<file path="config.mk">
export PLATFORM = sky130hd
export DESIGN_NAME = controller_multi
export DESIGN_NICKNAME = d
export VERILOG_FILES = /design/src/rtl/mips_ctrl_pkg.sv /design/src/rtl/aludec.sv /design/src/rtl/controller_multi.sv
export SDC_FILE = /design/constraint.sdc
export NUM_CORES = 1
export LEC_CHECK = 0
export CORE_MARGIN = 1.5
export CORE_UTILIZATION = 41
export CTS_BUF_LIST = sky130_fd_sc_hd__clkbuf_16
export CTS_CLUSTER_DIAMETER = 40
export DETAILED_ROUTE_END_ITERATION = 7
export MAX_ROUTING_LAYER = met4
export PLACE_DENSITY = 0.89
export SLEW_MARGIN = 20
export SYNTH_ARGS = -nofsm -noshare
export SYNTH_HDL_FRONTEND = slang
export SYNTH_HIERARCHICAL = 1
export SYNTH_SLANG_ARGS = --single-unit
</file>
<file path="constraint.sdc">
create_clock -name clk -period 2.5 [get_ports clk]
set_input_delay 0.25 -clock clk [delete_from_list [all_inputs] [get_ports clk]]
set_output_delay 0.25 -clock clk [all_outputs]
set_load 0.02 [all_outputs]
</file>
<file path="src/rtl/mips_ctrl_pkg.sv">
`default_nettype none
// ============================================================================
// Package   : mips_ctrl_pkg
// Purpose   : Shared definitions for the multicycle MIPS control unit:
//             state encoding, aluop codes, opcodes and ALU control codes.
// Revision  : 1.0  initial release
// ============================================================================
package mips_ctrl_pkg;

  // FSM state codes. Codes 12..15 are unused and recover to S_FETCH.
  typedef enum logic [3:0] {
    S_FETCH    = 4'd0,
    S_DECODE   = 4'd1,
    S_MEMADR   = 4'd2,
    S_MEMRD    = 4'd3,
    S_MEMWB    = 4'd4,
    S_MEMWR    = 4'd5,
    S_EXECUTE  = 4'd6,
    S_ALUWB    = 4'd7,
    S_BRANCH   = 4'd8,
    S_ADDIEXEC = 4'd9,
    S_ADDIWB   = 4'd10,
    S_JUMP     = 4'd11
  } state_t;

  // aluop: how the ALU decoder chooses the operation
  localparam logic [1:0] ALUOP_ADD   = 2'b00;
  localparam logic [1:0] ALUOP_SUB   = 2'b01;
  localparam logic [1:0] ALUOP_FUNCT = 2'b10;

  // Opcodes (instr[31:26])
  localparam logic [5:0] OP_RTYPE = 6'b000000;
  localparam logic [5:0] OP_LW    = 6'b100011;
  localparam logic [5:0] OP_SW    = 6'b101011;
  localparam logic [5:0] OP_BEQ   = 6'b000100;
  localparam logic [5:0] OP_BNE   = 6'b000101;
  localparam logic [5:0] OP_ADDI  = 6'b001000;
  localparam logic [5:0] OP_J     = 6'b000010;

  // ALU control codes
  localparam logic [3:0] ALU_AND = 4'b0000;
  localparam logic [3:0] ALU_OR  = 4'b0001;
  localparam logic [3:0] ALU_ADD = 4'b0010;
  localparam logic [3:0] ALU_SUB = 4'b0110;
  localparam logic [3:0] ALU_SLT = 4'b0111;

endpackage : mips_ctrl_pkg
`default_nettype wire

</file>
<file path="src/rtl/aludec.sv">
`default_nettype none
// ============================================================================
// Module    : aludec
// Purpose   : ALU decoder. Maps aluop (and funct for R-type) to the 4-bit
//             ALU control code.
// Revision  : 1.0  initial release
// ============================================================================
module aludec
  import mips_ctrl_pkg::*;
(
  input  logic [1:0] i_aluop,
  input  logic [5:0] i_funct,
  output logic [3:0] o_alucontrol
);

  // Fixed add/sub for address and branch math, funct field for R-type
  always_comb begin
    o_alucontrol = ALU_AND;
    case (i_aluop)
      ALUOP_ADD:   o_alucontrol = ALU_ADD;
      ALUOP_SUB:   o_alucontrol = ALU_SUB;
      ALUOP_FUNCT: begin
        case (i_funct)
          6'b100000: o_alucontrol = ALU_ADD;
          6'b100010: o_alucontrol = ALU_SUB;
          6'b100100: o_alucontrol = ALU_AND;
          6'b100101: o_alucontrol = ALU_OR;
          6'b101010: o_alucontrol = ALU_SLT;
          default:   o_alucontrol = ALU_AND;
        endcase
      end
      default:     o_alucontrol = ALU_AND;
    endcase
  end

endmodule : aludec
`default_nettype wire

</file>
<file path="src/rtl/controller_multi.sv">
`default_nettype none
// ============================================================================
// Module    : controller_multi
// Purpose   : Multicycle MIPS control unit. Moore FSM that sequences the
//             shared multicycle datapath and stalls on mem_ready.
// Options   : CTRL_MULTI_BNE_EN - adds BNE through the BRANCH state.
// Revision  : 1.0  initial release
// ============================================================================
module controller_multi
  import mips_ctrl_pkg::*;
(
  input  logic       clk,
  input  logic       reset,
  input  logic [5:0] op,
  input  logic [5:0] funct,
  input  logic       zero,
  input  logic       mem_ready,
  output logic       iord,
  output logic       irwrite,
  output logic       memwrite,
  output logic       memtoreg,
  output logic       regdst,
  output logic       regwrite,
  output logic       alusrca,
  output logic [1:0] alusrcb,
  output logic [1:0] pcsrc,
  output logic       pcen,
  output logic [3:0] alucontrol,
  output logic       instr_done,
  output logic       illegal,
  output logic [3:0] state
);

  localparam logic [3:0] ST_FETCH    = S_FETCH;
  localparam logic [3:0] ST_DECODE   = S_DECODE;
  localparam logic [3:0] ST_MEMADR   = S_MEMADR;
  localparam logic [3:0] ST_MEMRD    = S_MEMRD;
  localparam logic [3:0] ST_MEMWB    = S_MEMWB;
  localparam logic [3:0] ST_MEMWR    = S_MEMWR;
  localparam logic [3:0] ST_EXECUTE  = S_EXECUTE;
  localparam logic [3:0] ST_ALUWB    = S_ALUWB;
  localparam logic [3:0] ST_BRANCH   = S_BRANCH;
  localparam logic [3:0] ST_ADDIEXEC = S_ADDIEXEC;
  localparam logic [3:0] ST_ADDIWB   = S_ADDIWB;
  localparam logic [3:0] ST_JUMP     = S_JUMP;

  logic [3:0] r_state;
  logic [3:0] w_next;
  logic [3:0] w_st;        // state driving the outputs (FETCH while in reset)
  logic [3:0] w_dec_next;
  logic       w_op_legal;
  logic       w_is_bne;
  logic [1:0] w_aluop;
  logic       w_irwrite, w_pcwrite, w_memwrite, w_regwrite;
  logic       w_branch, w_bne, w_done, w_illegal;

`ifdef CTRL_MULTI_BNE_EN
  logic r_bne;

  // Remember in DECODE whether the branch is a BNE; IR is stable afterwards
  always_ff @(posedge clk) begin
    if (reset)
      r_bne <= 1'b0;
    else if (r_state == ST_DECODE)
      r_bne <= (op == OP_BNE);
  end

  assign w_is_bne = r_bne;
`else
  assign w_is_bne = 1'b0;
`endif

  // Opcode dispatch target out of DECODE
  always_comb begin
    w_dec_next = ST_FETCH;
    w_op_legal = 1'b1;
    case (op)
      OP_LW, OP_SW: w_dec_next = ST_MEMADR;
      OP_RTYPE:     w_dec_next = ST_EXECUTE;
      OP_BEQ:       w_dec_next = ST_BRANCH;
`ifdef CTRL_MULTI_BNE_EN
      OP_BNE:       w_dec_next = ST_BRANCH;
`endif
      OP_ADDI:      w_dec_next = ST_ADDIEXEC;
      OP_J:         w_dec_next = ST_JUMP;
      default: begin
        w_dec_next = ST_FETCH;
        w_op_legal = 1'b0;
      end
    endcase
  end

  // Next-state logic
  always_comb begin
    w_next = ST_FETCH;
    case (r_state)
      ST_FETCH:    w_next = mem_ready ? ST_DECODE : ST_FETCH;
      ST_DECODE:   w_next = w_dec_next;
      ST_MEMADR:   w_next = (op == OP_SW) ? ST_MEMWR : ST_MEMRD;
      ST_MEMRD:    w_next = mem_ready ? ST_MEMWB : ST_MEMRD;
      ST_MEMWR:    w_next = mem_ready ? ST_FETCH : ST_MEMWR;
      ST_EXECUTE:  w_next = ST_ALUWB;
      ST_ADDIEXEC: w_next = ST_ADDIWB;
      default:     w_next = ST_FETCH;
    endcase
  end

  // State register
  always_ff @(posedge clk) begin
    if (reset)
      r_state <= ST_FETCH;
    else
      r_state <= w_next;
  end

  // Moore outputs; during reset the selects follow FETCH
  always_comb begin
    w_st       = reset ? ST_FETCH : r_state;
    iord       = 1'b0;
    memtoreg   = 1'b0;
    regdst     = 1'b0;
    alusrca    = 1'b0;
    alusrcb    = 2'b00;
    pcsrc      = 2'b00;
    w_aluop    = ALUOP_ADD;
    w_irwrite  = 1'b0;
    w_pcwrite  = 1'b0;
    w_memwrite = 1'b0;
    w_regwrite = 1'b0;
    w_branch   = 1'b0;
    w_bne      = 1'b0;
    w_done     = 1'b0;
    w_illegal  = 1'b0;
    case (w_st)
      ST_FETCH: begin
        alusrcb   = 2'b01;
        w_irwrite = mem_ready;
        w_pcwrite = mem_ready;
      end
      ST_DECODE: begin
        alusrcb   = 2'b11;
        w_illegal = ~w_op_legal;
        w_done    = ~w_op_legal;
      end
      ST_MEMADR: begin
        alusrca = 1'b1;
        alusrcb = 2'b10;
      end
      ST_MEMRD: iord = 1'b1;
      ST_MEMWB: begin
        w_regwrite = 1'b1;
        memtoreg   = 1'b1;
        w_done     = 1'b1;
      end
      ST_MEMWR: begin
        iord       = 1'b1;
        w_memwrite = 1'b1;
        w_done     = mem_ready;
      end
      ST_EXECUTE: begin
        alusrca = 1'b1;
        w_aluop = ALUOP_FUNCT;
      end
      ST_ALUWB: begin
        w_regwrite = 1'b1;
        regdst     = 1'b1;
        w_done     = 1'b1;
      end
      ST_BRANCH: begin
        alusrca  = 1'b1;
        w_aluop  = ALUOP_SUB;
        pcsrc    = 2'b01;
        w_branch = ~w_is_bne;
        w_bne    = w_is_bne;
        w_done   = 1'b1;
      end
      ST_ADDIEXEC: begin
        alusrca = 1'b1;
        alusrcb = 2'b10;
      end
      ST_ADDIWB: begin
        w_regwrite = 1'b1;
        w_done     = 1'b1;
      end
      ST_JUMP: begin
        pcsrc     = 2'b10;
        w_pcwrite = 1'b1;
        w_done    = 1'b1;
      end
      default: ;
    endcase
  end

  // Enables and pulses are held off for the whole reset cycle
  assign irwrite    = w_irwrite  & ~reset;
  assign memwrite   = w_memwrite & ~reset;
  assign regwrite   = w_regwrite & ~reset;
  assign instr_done = w_done     & ~reset;
  assign illegal    = w_illegal  & ~reset;
  assign pcen       = (w_pcwrite | (w_branch & zero) | (w_bne & ~zero)) & ~reset;
  assign state      = r_state;

  aludec u_aludec (
    .i_aluop      (w_aluop),
    .i_funct      (funct),
    .o_alucontrol (alucontrol)
  );

endmodule : controller_multi
`default_nettype wire

</file>
# Word-level counts from Yosys, hierarchy flattened
# Index checks and enable logic that the tools add are counted.
[op_classes]
addsub = 0
multipliers = 0
div_mod_pow = 0
order_cmp = 0
eq_ne = 28
shifts = 0
muxes = 24
bitwise_logic = 10
reduce_logical = 11
[op_table]
columns = ["op", "n"]
rows = [
  ["6-bit == test (second input constant)", 6],
  ["4-bit one-hot mux with 7 select lines", 1],
  ["4-bit by 3-bit == test with 1-bit output (second input constant)", 6],
  ["4-bit == test (second input constant)", 5],
  ["4-bit one-hot mux with 5 select lines", 1],
  ["4-bit by 2-bit == test with 1-bit output (second input constant)", 4],
  ["3-bit one-hot mux with 4 select lines", 1],
  ["4-bit one-hot mux with 3 select lines", 1],
  ["1-bit two-way mux", 11],
  ["3-bit two-way mux", 3],
  ["4-bit by 1-bit == test with 1-bit output (second input constant)", 2],
  ["4-bit zero test", 2],
  ["2-bit one-hot mux with 2 select lines", 2],
  ["1-bit AND", 7],
  ["6-bit by 2-bit == test with 1-bit output (second input constant)", 1],
  ["6-bit by 3-bit == test with 1-bit output (second input constant)", 1],
  ["6-bit by 4-bit == test with 1-bit output (second input constant)", 1],
  ["6-bit zero test", 1],
  ["2-bit one-hot mux with 3 select lines", 1],
  ["2-bit OR reduction", 3],
  ["6-bit OR reduction", 1],
  ["5-bit OR reduction", 1],
  ["4-bit two-way mux", 1],
  ["4-bit OR reduction", 1],
  ["8 further kinds", 9],
]
[totals]
register_bits = 4
latchBits = 0
ram_bits = 0
rom_bits = 0
input_bits = 16
output_inout_bits = 22
mem_count = 0

# Depth between registers and ports, before layout
[logic_depth]
ltp_word = 6
ltp_mapped = 7
mapped_depth_nobuf = 5

# Hierarchy
# Netlist, hierarchy kept.
[by_module_without_submodules]
columns = ["mod", "n_inst", "cells_per_inst", "area_each_um2", "seq_area_each_um2"]
rows = [
  ["controller_multi", 1, 88, 605.6, 80.1],
  ["aludec", 1, 12, 97.6, 0.0],
]

# Worst setup path after synthesis
# No wires, ideal clock.
[synth_timing]
path_kind = "flip-flop to output port"
startpoint = "register r_state[2], in the netlist state[2]"
endpoint = "output port alucontrol[2]"
arrival_ps = 1719
t_required_ps = 2250
setup_slack_ps = 531
stages_incl_launch_ff = 8
path_cell_list = "dfxtp_1 -> buf_6 -> or2_1 -> buf_2 -> or2_1 -> nor3_1 -> nor3b_2 -> a41o_1"
[synth_via]
elab_chain_len = 5
[synth_rtl]
columns = ["element", "line", "rtl"]
rows = [
  ["start, declared", "controller_multi.sv:47", "logic [3:0] r_state;"],
  ["start signal, assigned", "controller_multi.sv:113", "r_state <= w_next;"],
  ["4-bit two-way mux *", "controller_multi.sv:118", "w_st = reset ? ST_FETCH : r_state;"],
  ["4-bit == test or 4-bit by 3-bit == test with 1-bit output (tied branches)", "controller_multi.sv:134", "case (w_st)"],
  ["2-bit one-hot mux with 2 select lines *", "controller_multi.sv:134", ""],
  ["net w_aluop[0]", "controller_multi.sv:53", "logic [1:0] w_aluop;"],
  ["2-bit == test, or another cell as far along", "aludec.sv:19", "case (i_aluop)"],
  ["4-bit one-hot mux with 3 select lines *", "aludec.sv:19", ""],
  ["end, declared", "controller_multi.sv:28", "output logic [3:0] alucontrol,"],
]
# The timed path passes the listed nets; every way through them passes the cells marked *.

# Final worst setup path
[layout_timing]
startpoint = "input port reset"
endpoint = "output port instr_done"
[layout_via]
elab_chain_len = 5
[layout_rtl]
columns = ["element", "line", "rtl"]
rows = [
  ["start, declared", "controller_multi.sv:13", "input logic reset,"],
  ["4-bit two-way mux", "controller_multi.sv:118", ""],
  ["4-bit == test or 4-bit by 3-bit == test with 1-bit output (tied branches)", "controller_multi.sv:134", ""],
  ["5-bit OR reduction (no source line)", "-", ""],
  ["1-bit one-hot mux with 3 select lines", "controller_multi.sv:134", ""],
  ["1-bit AND *", "controller_multi.sv:198", "assign instr_done = w_done & ~reset;"],
  ["end, declared", "controller_multi.sv:29", "output logic instr_done,"],
]
# Mark *: on every way between the ends. The rest lies on a longest branch, timed or not.

==> results.cfg <==
[global_routing]
grt_pass1_vias = 814
use_met3 = 0.0776
grt_use_met1 = 0.304
antenna_found_initial = 0
grt.busiest_layer = met2
track_usage = 0.250
grt_first_pass_wirelength_microns = 3510
met2_usage = 0.368
grt_start_max_net_pins = 15
grt-ovfl-total = 0

[worst_setup_path]
cp_slowest_cell = clkdlybuf4s50_1
cp-end-kind = output pin
critPathMostFrequentCell = clkdlybuf4s50_1
worst-path-buf-inv = 3
r2r_setup_slack_ns = 1.07
critPathKind = in2out
max_stage_delay_ns = 0.60
crit_chain = clkdlybuf4s50_1 -> or2_1 -> buf_4 -> nor3_2 -> and3_1 -> a21o_1 -> clkdlybuf4s50_1
required_ns = 2.25
critPathMaxFanout = 5
path_delay_family = buffers and inverters
cp.arrival_ns = 2.11
start_kind = primary input

[yosys]
syn_area_sq_um = 703
yosysSeqAreaShare = 0.114
synthTopCellsByArea = dfxtp_1, nor3_1, nor2_1, a21oi_1, nand2_1
async_reset_ff_frac = 0
synth_cells = 100
synth_nets = 116
synth_warnings = 6
synth-edff-count = 0
synth_top_area_frac = 0.114
yosys.area.top_type = dfxtp_1
ys_seq_elements = 4
syn_avg_cell_area_sq_um = 7.03
synth_cell_types = 42
synth_flop_cell = dfxtp_1

[floorplan]
std_cell_rows = 14
io_pins = 38
die_h_microns = 44.4
dieWidth_microns = 44.4
die_area_sq_mm = 0.00197
start_util = 0.451
coreArea_sq_mm = 0.00156

[power]
powerDensity_mw_per_mm2 = 362
power_frac_clock = 0.596
switching_share = 0.236
power_frac_comb = 0.240
p_leak_nw = 0.469
p_int_uw = 323
power.total_uw = 422
power.switching_uw = 99.4
pwr-share-seq = 0.164
irDropWorstVdd_v = 0.000319

[route]
viasPerCell = 5.95
first_iter_violations = 22
vias = 911
drtPass1Iterations = 6
drc = 0
wl_per_cell_microns = 13.9
wl_microns = 2120
drtAntennaViolNets = 0

[clock_network]
cts_setup_buffers = 0
cts.hold.buffers_added = 0
clk_path_buf_depth = 2
ctsHtreeMaxLevel = 1
cts.clk_slew.worst_paths_ns = 0.03
clock-root-buffer = clkbuf_16
cts_buffers = 3
cts_tree = yes
clk-insertion-delay-late_ns = 0.23
numClockSinks = 4

[sta]
final_hold_viol_count = 0
fin_ws_ns = 0.140
hold_slack_ns = 0.637
rsz0062_at_grt = no
setup_viol = 0
fin_crit_ns = 2.36
finalSetupTns_ns = 0
finalMaxSlewViolations = 0
clock_skew_ns = 0.00124
period_share = 0.944
max_freq_mhz = 424

[finish]
antenna_cells = 0
fillers = 123
fin_nets = 155
layout-drive-gt1-share = 0.161
multiInputGateArea_sq_um = 554
finalInstanceArea_sq_mm = 0.00116
utilization = 0.747
stdcell_count = 153
largest_reg_flops = 4
regArea_sq_um = 80.1
syn_to_final_growth_pct = 65.7

[place]
pre_cts_ws_ns = -0.0111
dp.cells = 150
port_buffers = 36
post_dp_cell_area_sq_mm = 0.00107
gp_congestion = 0.860
hpwl_microns = 1600

[flow_run]
drv_cap = 0

[hold_path]
hold_class = reg2reg

[run_status]
outcome = complete, no violations
-- power by group through the flow --
stage	sequential [mW]	clock, mW	combinational (mW)
2_1_floorplan	0.0698	0	0.0508
5_1_grt	0.0695	0.259	0.109
4_1_cts	0.0691	0.254	0.0999
6_report	0.0692	0.252	0.101
3_3_place_gp	0.0697	0	0.0965
3_5_place_dp	0.0698	0	0.0991
-- synth_stat cells (2+ instances only) --
| cell type | n |
|---|---|
| nor2_1 | 10 |
| nor3_1 | 10 |
| a21oi_1 | 7 |
| nand2_1 | 7 |
| buf_2 | 4 |
| dfxtp_1 | 4 |
| nand2b_1 | 4 |
| o21ai_0 | 4 |
| and3_1 | 3 |
| buf_4 | 3 |
| inv_1 | 3 |
| o211ai_1 | 3 |
| xnor2_1 | 3 |
| a41o_1 | 2 |
| and4bb_1 | 2 |
| buf_6 | 2 |
| nand3_1 | 2 |
| o21bai_1 | 2 |
| or2_1 | 2 |
-- cell families after synthesis --
kind of cell | synth area share
multiplexers | 0.0160
flip-flops | 0.114
other | 0.00533
XOR/XNOR | 0.0498
buffers and inverters | 0.114
AND/OR/NAND/NOR | 0.425
AO/OA/AOI/OAI | 0.276
-- cells in the final DEF (no fill, tap or decap), drive strengths merged, types with 2 or more instances in the layout --
cell type / count
nand2: 7
nor4: 2
nand3: 2
nor3: 11
o21ai: 5
nand2b: 4
dfxtp: 4
buf: 8
and4bb: 2
clkdlybuf4s50: 33
a41o: 2
and3: 3
o21bai: 2
dlymetal6s2s: 2
xnor2: 3
a21oi: 7
inv: 3
nor2: 10
clkbuf: 3
o211ai: 3
or2: 4
-- what timing repair did --
action / 4_1_cts / 5_1_grt
endpoints found under the hold margin: 0 / 0
setup endpoints to repair: 1 / 3
resized for setup: 1 / 4
pin swaps: 0 / 0
-- tightest hold or removal path, cell delays in order (launching register included) --
cell	delay [ns]
dfxtp_1	0.30
inv_1	0.18
a211oi_1	0.10
-- worst paths after layout --
check	startpoint	to	cells past startpoint
min	state[3]	state[3]	2
max	reset	instr_done	7
max reg2reg	state[0]	state[0]	4
min reg2reg	state[3]	state[3]	2
-- metal layers --
layer / wire length (microns) / up-vias
met1: 917 / 419
met3: 148 / 8
li1: - / 437
met2: 995 / 47
met5: 0 / -
met4: 59 / 0
-- cell type report --
type | count | area share
Clock buffer | 3 | 0.0644
Inverter | 3 | 0.00967
Multi-Input combinational cell | 83 | 0.476
Sequential cell | 4 | 0.0687
Tap cell | 16 | 0.0172
Timing Repair Buffer | 44 | 0.364
Power figures use the tool's default switching activity.
